==> config.mk <==
export PLATFORM = sky130hd
export DESIGN_NAME = fifo_stream_adapter
export DESIGN_NICKNAME = d
export VERILOG_FILES = /design/src/rtl/fifo_stream_pkg.sv /design/src/rtl/fifo_stream_buf.sv /design/src/rtl/fifo_stream_adapter.sv
export SDC_FILE = /design/constraint.sdc
export NUM_CORES = 1
export LEC_CHECK = 0
export CAP_MARGIN = 10
export CORE_MARGIN = 3
export CORE_UTILIZATION = 30
export CTS_CLUSTER_DIAMETER = 100
export CTS_CLUSTER_SIZE = 10
export DETAILED_ROUTE_END_ITERATION = 6
export SYNTH_ARGS = -nofsm -noshare
export SYNTH_HDL_FRONTEND = slang
export SYNTH_HIERARCHICAL = 1
export SYNTH_SLANG_ARGS = --single-unit
==> constraint.sdc <==
create_clock -name clk -period 6.6 [get_ports clk]
set_input_delay 1.65 -clock clk [delete_from_list [all_inputs] [get_ports clk]]
set_output_delay 1.65 -clock clk [all_outputs]
set_load 0.02 [all_outputs]
==> src/rtl/fifo_stream_pkg.sv <==
// Shared constants and occupancy encoding for the FIFO-to-stream adapter.
// Used by the RTL and the testbench alike.
package fifo_stream_pkg;

    localparam int BUF_DEPTH = 3;
    localparam int PTR_W     = 2;
    localparam int CNT_W     = 2;
    localparam int STATS_W   = 32;

    typedef enum logic [CNT_W-1:0] {
        EMPTY = 2'd0,
        ONE   = 2'd1,
        TWO   = 2'd2,
        FULL  = 2'd3
    } occ_e;

    // Pointers step 0 -> 1 -> 2 -> 0; the fourth code is never used.
    function automatic logic [PTR_W-1:0] ptr_next(input logic [PTR_W-1:0] ptr);
        return (ptr == PTR_W'(BUF_DEPTH - 1)) ? '0 : ptr + 1'b1;
    endfunction

endpackage

==> src/rtl/fifo_stream_buf.sv <==
// Three-entry in-order storage with wrapping read/write pointers.
// Occupancy tracking lives in the parent; push/pop are trusted to be legal.
module fifo_stream_buf
    import fifo_stream_pkg::*;
#(
    parameter int DWIDTH = 32
) (
    input  logic              clk,
    input  logic              rst_n,
    input  logic              push,
    input  logic              pop,
    input  logic [DWIDTH-1:0] wdata,
    output logic [DWIDTH-1:0] rdata
);

    logic [DWIDTH-1:0] mem [BUF_DEPTH];
    logic [PTR_W-1:0]  wr_ptr;
    logic [PTR_W-1:0]  rd_ptr;

    // NOTE: sequential state uses non-blocking assignments so every register
    // samples its inputs from before the edge, independent of block order.
    always_ff @(posedge clk) begin
        if (!rst_n) begin
            wr_ptr <= '0;
            rd_ptr <= '0;
        end else begin
            if (push) wr_ptr <= ptr_next(wr_ptr);
            if (pop)  rd_ptr <= ptr_next(rd_ptr);
        end
    end

    // NOTE: storage is deliberately not reset; the pointers alone define which
    // entries are live, so stale contents are never observed as valid.
    always_ff @(posedge clk) begin
        if (push) mem[wr_ptr] <= wdata;
    end

    assign rdata = mem[rd_ptr];

endmodule

==> src/rtl/fifo_stream_adapter.sv <==
// Adapts a latency-1 read FIFO to a valid/ready stream via a 3-entry skid buffer.
// Define FIFO_STREAM_STATS_EN to enable the accepted-beat counter on beat_cnt.
module fifo_stream_adapter
    import fifo_stream_pkg::*;
#(
    parameter int DWIDTH = 32
) (
    input  logic               clk,
    input  logic               rst_n,
    output logic               fifo_read,
    input  logic [DWIDTH-1:0]  fifo_dout,
    input  logic               fifo_empty,
    output logic               m_valid,
    input  logic               m_ready,
    output logic [DWIDTH-1:0]  m_data,
    output logic [STATS_W-1:0] beat_cnt
);

    occ_e           occ;
    occ_e           occ_next;
    logic           inflight;
    logic           accept;
    logic [CNT_W:0] committed;

    // A read is issued only if its word is guaranteed a slot, so the
    // decision never waits on m_ready.
    assign committed = {1'b0, occ} + {{CNT_W{1'b0}}, inflight};
    assign fifo_read = rst_n && !fifo_empty && (committed <= (CNT_W + 1)'(2));

    assign m_valid = (occ != EMPTY);
    assign accept  = m_valid && m_ready;

    always_ff @(posedge clk) begin
        if (!rst_n) begin
            occ      <= EMPTY;
            inflight <= 1'b0;
        end else begin
            occ      <= occ_next;
            inflight <= fifo_read;
        end
    end

    // NOTE: occ_next gets a default before the case so every path assigns it
    // and no latch is inferred.
    always_comb begin
        occ_next = occ;
        case (occ)
            EMPTY: begin
                if (inflight) occ_next = ONE;
            end
            ONE: begin
                if (inflight && !accept)      occ_next = TWO;
                else if (!inflight && accept) occ_next = EMPTY;
            end
            TWO: begin
                if (inflight && !accept)      occ_next = FULL;
                else if (!inflight && accept) occ_next = ONE;
            end
            FULL: begin
                if (!inflight && accept) occ_next = TWO;
            end
        endcase
    end

    fifo_stream_buf #(
        .DWIDTH (DWIDTH)
    ) u_buf (
        .clk   (clk),
        .rst_n (rst_n),
        .push  (inflight),
        .pop   (accept),
        .wdata (fifo_dout),
        .rdata (m_data)
    );

`ifdef FIFO_STREAM_STATS_EN
    logic [STATS_W-1:0] beat_cnt_q;

    always_ff @(posedge clk) begin
        if (!rst_n)      beat_cnt_q <= '0;
        else if (accept) beat_cnt_q <= beat_cnt_q + 1'b1;
    end

    assign beat_cnt = beat_cnt_q;
`else
    assign beat_cnt = '0;
`endif

    // The issue rule above makes a capture into a full buffer unreachable.
    capture_at_full_a: assert property (
        @(posedge clk) disable iff (!rst_n) !(inflight && occ == FULL)
    );

endmodule

==> run summary <==
OUTCOME
----------------------------------------------------------------------------------------
Status                                                                      finished clean

ROUTING
----------------------------------------------------------------------------------------
Count of TritonRoute iterations in the first routing pass                              4
Number of remaining DRC errors                                                         0
Wirelength per Cell                                                              13.6 µm
Remaining number of nets flagged by the antenna check after routing                    0
Via-to-Cell Ratio                                                                   4.20
Count of vias placed by the detailed router                                        2,266
Initial DRC count                                                                     68
Total Wirelength                                                                 7.34 mm

PLACEMENT
----------------------------------------------------------------------------------------
RePlAce Congestion                                                                 0.662
HPWL after DPL                                                                   4.61 mm
IO Port Bufs                                                                          69
Post-placement cell count                                                            523

DIE
----------------------------------------------------------------------------------------
Standard cell core area                                                       0.0139 mm²
I/O pin count                                                                        102
FP Rows                                                                               43
DIE WIDTH                                                                         126 µm
Effective utilization at floorplan                                                 0.308
Die Y                                                                             126 µm
Area of the die                                                               0.0158 mm²

GLOBAL ROUTING
----------------------------------------------------------------------------------------
Largest net degree at the start of global routing                                     65
Total gr overflow                                                                      0
Antenna violations before repair                                                       0
Global-route wire length before repair                                           11.8 mm
Number of global-route vias before repair                                          2,323
Overall global routing resource usage                                             0.0957

CLOCK TREE
----------------------------------------------------------------------------------------
Number of sinks handled by clock tree synthesis                                      105
Post-CTS repair timing setup buffer count                                              0
Clock transition at path regs                                                    0.07 ns
TritonCTS Buffers                                                                      9
TritonCTS clock tree                                                                done
Post-CTS sizing                                                                        0
H-tree depth                                                                           3
Clk root buf                                                                sky130_fd_sc_hd__clkbuf_16
Insertion delay to the later sink of the worst-skew pair                         0.33 ns
Post-CTS Hold Buffers                                                                  0
CTS Buffer Depth                                                                       2

TIMING
----------------------------------------------------------------------------------------
Total setup violations reported at the end of the flow                                 0
Final-report hold violation count                                                      0
Portion of the clock cycle consumed by the worst path in the final layout          0.726
Worst-case clock skew                                                         0.00762 ns
Final critical delay including setup and external delays                         4.79 ns
Worst-Margin Slew                                                                1.09 ns
Final setup TNS                                                                     0 ns
Final Slew Violations                                                                  0
Worst max-slew margin expressed relative to the limit                              0.273
RSZ-0062 raised after global routing                                               false
Hold WS                                                                         0.537 ns
Maximum achievable frequency                                                   0.209 GHz

HOLD PATH
----------------------------------------------------------------------------------------
Critical hold path startpoint                                               u_buf/rd_ptr[1]$_SDFFE_PN0P_
Hold Crit Class                                                             flip-flop to flip-flop
Hold Path Stages                                                                       2

SETUP PATH
----------------------------------------------------------------------------------------
Worst path bufs/invs                                                                   2
Critical path data required time                                                 4.95 ns
Worst endpoint data arrival time                                                 3.14 ns
Setup crit end kind                                                          output port
Startpoint class of the critical path                                         input port
Max stage delay on crit path                                                     0.64 ns
Worst Setup Path Type                                                       input port to output port
Capture point of the worst reg-to-reg path                                  u_buf/mem[2][5]$_DFFE_PP_
Cells on worst reg2reg path                                                            2
Critical-path maximum fanout                                                           9
Start of the worst register-to-register path                                inflight$_SDFF_PN0_
Most numerous cell on the critical path                                     sky130_fd_sc_hd__clkdlybuf4s50_1
Cells along the critical path                                               clkdlybuf4s50_1, nor3b_1, clkdlybuf4s50_1
Launch point of the critical path                                                  rst_n
Register-to-register setup slack                                                 4.75 ns
Max stage delay cell, worst path                                            sky130_fd_sc_hd__clkdlybuf4s50_1
Top cell family by delay on the critical path                               buffers and inverters

PWR
----------------------------------------------------------------------------------------
Cell Int Power                                                                   1.14 mW
Gate power share                                                                   0.099
Tot Pwr                                                                          1.44 mW
Worst VDD drop                                                                0.000149 V
Leakage                                                                          1.76 nW
Clock share of power                                                               0.376
Cell area power density                                                       270 mW/mm²
P_sw                                                                              309 µW
Switching Fraction                                                                 0.214
Proportion of power drawn by flip-flops and latches                                0.525

LOGIC SYNTHESIS
----------------------------------------------------------------------------------------
Ys Warns                                                                               6
Gate count of the mapped netlist                                                     284
Largest area contributor in the synthesized netlist                         sky130_fd_sc_hd__edfxtp_1
Post-synthesis cell area                                                     0.00429 mm²
Count of different cell masters after synthesis                                       29
Average cell area after synthesis                                               15.1 µm²
Top cells by area, synth                                                    sky130_fd_sc_hd__edfxtp_1 67%, sky130_fd_sc_hd__mux2i_1 7.7%, sky130_fd_sc_hd__buf_4 5.6%
Register area share after synthesis                                                0.714
Register bit count reported by yosys                                                 105
Top cell type's share of synthesized area                                          0.672

FINAL LAYOUT
----------------------------------------------------------------------------------------
Final Non-Filler Cells                                                               540
Count of nets after finishing                                                        396
Share of post-route cells with drive strength above 1                             0.0778
Area Growth Syn to Fin                                                             24.7%
Fraction of the core area covered by cells at the end of the flow                  0.384
Filler cell count                                                                  1,338
Antenna Cells                                                                          0

RUN
----------------------------------------------------------------------------------------
Reported max-cap violation count                                                       0

==> cells in the mapped netlist <==
master / number
sky130_fd_sc_hd__a21boi_0: 1
sky130_fd_sc_hd__a21oi_1: 2
sky130_fd_sc_hd__and2b_1: 1
sky130_fd_sc_hd__and3b_1: 1
sky130_fd_sc_hd__buf_12: 3
sky130_fd_sc_hd__buf_2: 7
sky130_fd_sc_hd__buf_4: 32
sky130_fd_sc_hd__buf_6: 1
sky130_fd_sc_hd__conb_1: 1
sky130_fd_sc_hd__dfxtp_1: 9
sky130_fd_sc_hd__edfxtp_1: 96
sky130_fd_sc_hd__ha_1: 5
sky130_fd_sc_hd__inv_1: 4
sky130_fd_sc_hd__inv_2: 1
sky130_fd_sc_hd__mux2i_1: 33
sky130_fd_sc_hd__nand2_1: 35
sky130_fd_sc_hd__nand2_2: 1
sky130_fd_sc_hd__nand2b_1: 2
sky130_fd_sc_hd__nand3b_1: 1
sky130_fd_sc_hd__nor2_1: 2
sky130_fd_sc_hd__nor2b_1: 2
sky130_fd_sc_hd__nor3b_1: 4
sky130_fd_sc_hd__o211ai_1: 1
sky130_fd_sc_hd__o21a_1: 3
sky130_fd_sc_hd__o21ai_0: 4
sky130_fd_sc_hd__o21ai_1: 28
sky130_fd_sc_hd__o21ai_2: 2
sky130_fd_sc_hd__o22ai_1: 1
sky130_fd_sc_hd__or2_4: 1
==> registers in the layout, indices dropped and copies added, names as in the netlist, named ones only <==
register,cells
inflight,1
occ,2
u_buf/mem,96
u_buf/rd_ptr,2
u_buf/wr_ptr,2
==> power groups by stage <==
stage / registers, mW / logic (mW) / clock network, mW
2_1_floorplan: 0.765 / 0.0995 / 0
3_3_place_gp: 0.773 / 0.142 / 0
3_5_place_dp: 0.774 / 0.144 / 0
4_1_cts: 0.759 / 0.144 / 0.564
5_1_grt: 0.760 / 0.154 / 0.597
6_report: 0.758 / 0.143 / 0.543
==> cells in the final DEF (no fill, tap or decap), types with 2 or more instances in the layout <==
master,synthesis,routed
sky130_fd_sc_hd__a21oi_1,2,2
sky130_fd_sc_hd__buf_4,32,2
sky130_fd_sc_hd__clkbuf_16,0,11
sky130_fd_sc_hd__clkbuf_8,0,2
sky130_fd_sc_hd__clkdlybuf4s50_1,0,69
sky130_fd_sc_hd__conb_1,1,32
sky130_fd_sc_hd__dfxtp_1,9,7
sky130_fd_sc_hd__dfxtp_2,0,2
sky130_fd_sc_hd__edfxtp_1,96,96
sky130_fd_sc_hd__ha_1,5,5
sky130_fd_sc_hd__inv_1,4,4
sky130_fd_sc_hd__mux2i_1,33,33
sky130_fd_sc_hd__nand2_1,35,35
sky130_fd_sc_hd__nand2b_1,2,2
sky130_fd_sc_hd__nor2b_1,2,2
sky130_fd_sc_hd__nor3b_1,4,3
sky130_fd_sc_hd__o21a_1,3,3
sky130_fd_sc_hd__o21ai_0,4,4
sky130_fd_sc_hd__o21ai_1,28,28
sky130_fd_sc_hd__o21ai_2,2,2
==> metrics by stage <==
step | cell area [µm²] | setup WS (ns)
final | 5350 | 1.81
after global routing | 5350 | 1.66
after CTS | 5330 | 1.76
after detailed placement | 5010 | 1.78
after global placement | 5010 | 1.81
after floorplan | 4410 | 2.77
==> cell type report <==
class,count,area (µm²),area share
Tap cell,180,225,0.0421
Sequential cell,105,3070,0.573
Timing Repair Buffer,72,726,0.136
Multi-Input combinational cell,162,991,0.185
Clock inverter,2,16.3,0.00304
Clock buffer,14,307,0.0573
Inverter,5,18.8,0.00351
==> per-layer routing <==
| layer | vias up | global-route usage | wire (µm) |
|---|---|---|---|
| met5 | - | 0 | 0 |
| met4 | 0 | 0.0421 | 141 |
| met3 | 11 | 0.0269 | 403 |
| met2 | 72 | 0.166 | 3790 |
| met1 | 1075 | 0.110 | 3010 |
| li1 | 1108 | - | - |
==> how the worst max path moves through the flow <==
stage           endpoint  slack [ns]  cells after the start
2_1_floorplan  fifo_read        2.77                      1
3_3_place_gp   fifo_read        1.81                      3
3_5_place_dp   fifo_read        1.78                      3
4_1_cts        fifo_read        1.76                      3
5_1_grt        fifo_read        1.66                      3
6_report       fifo_read        1.81                      3
==> tightest hold or removal path, stage by stage (launching register included) <==
cell and delay [ns]:
sky130_fd_sc_hd__dfxtp_1 0.33, sky130_fd_sc_hd__nand2b_1 0.07, sky130_fd_sc_hd__a21boi_0 0.09
==> cell families after synthesis <==
group	share of synthesized area
buf+inv	0.0852
simple gates	0.0543
mux	0.0770
flops	0.714
other cells	0.000874
fa+ha+maj	0.0146
compound gates	0.0540
Note: power is estimated with default switching activity, not from simulation.
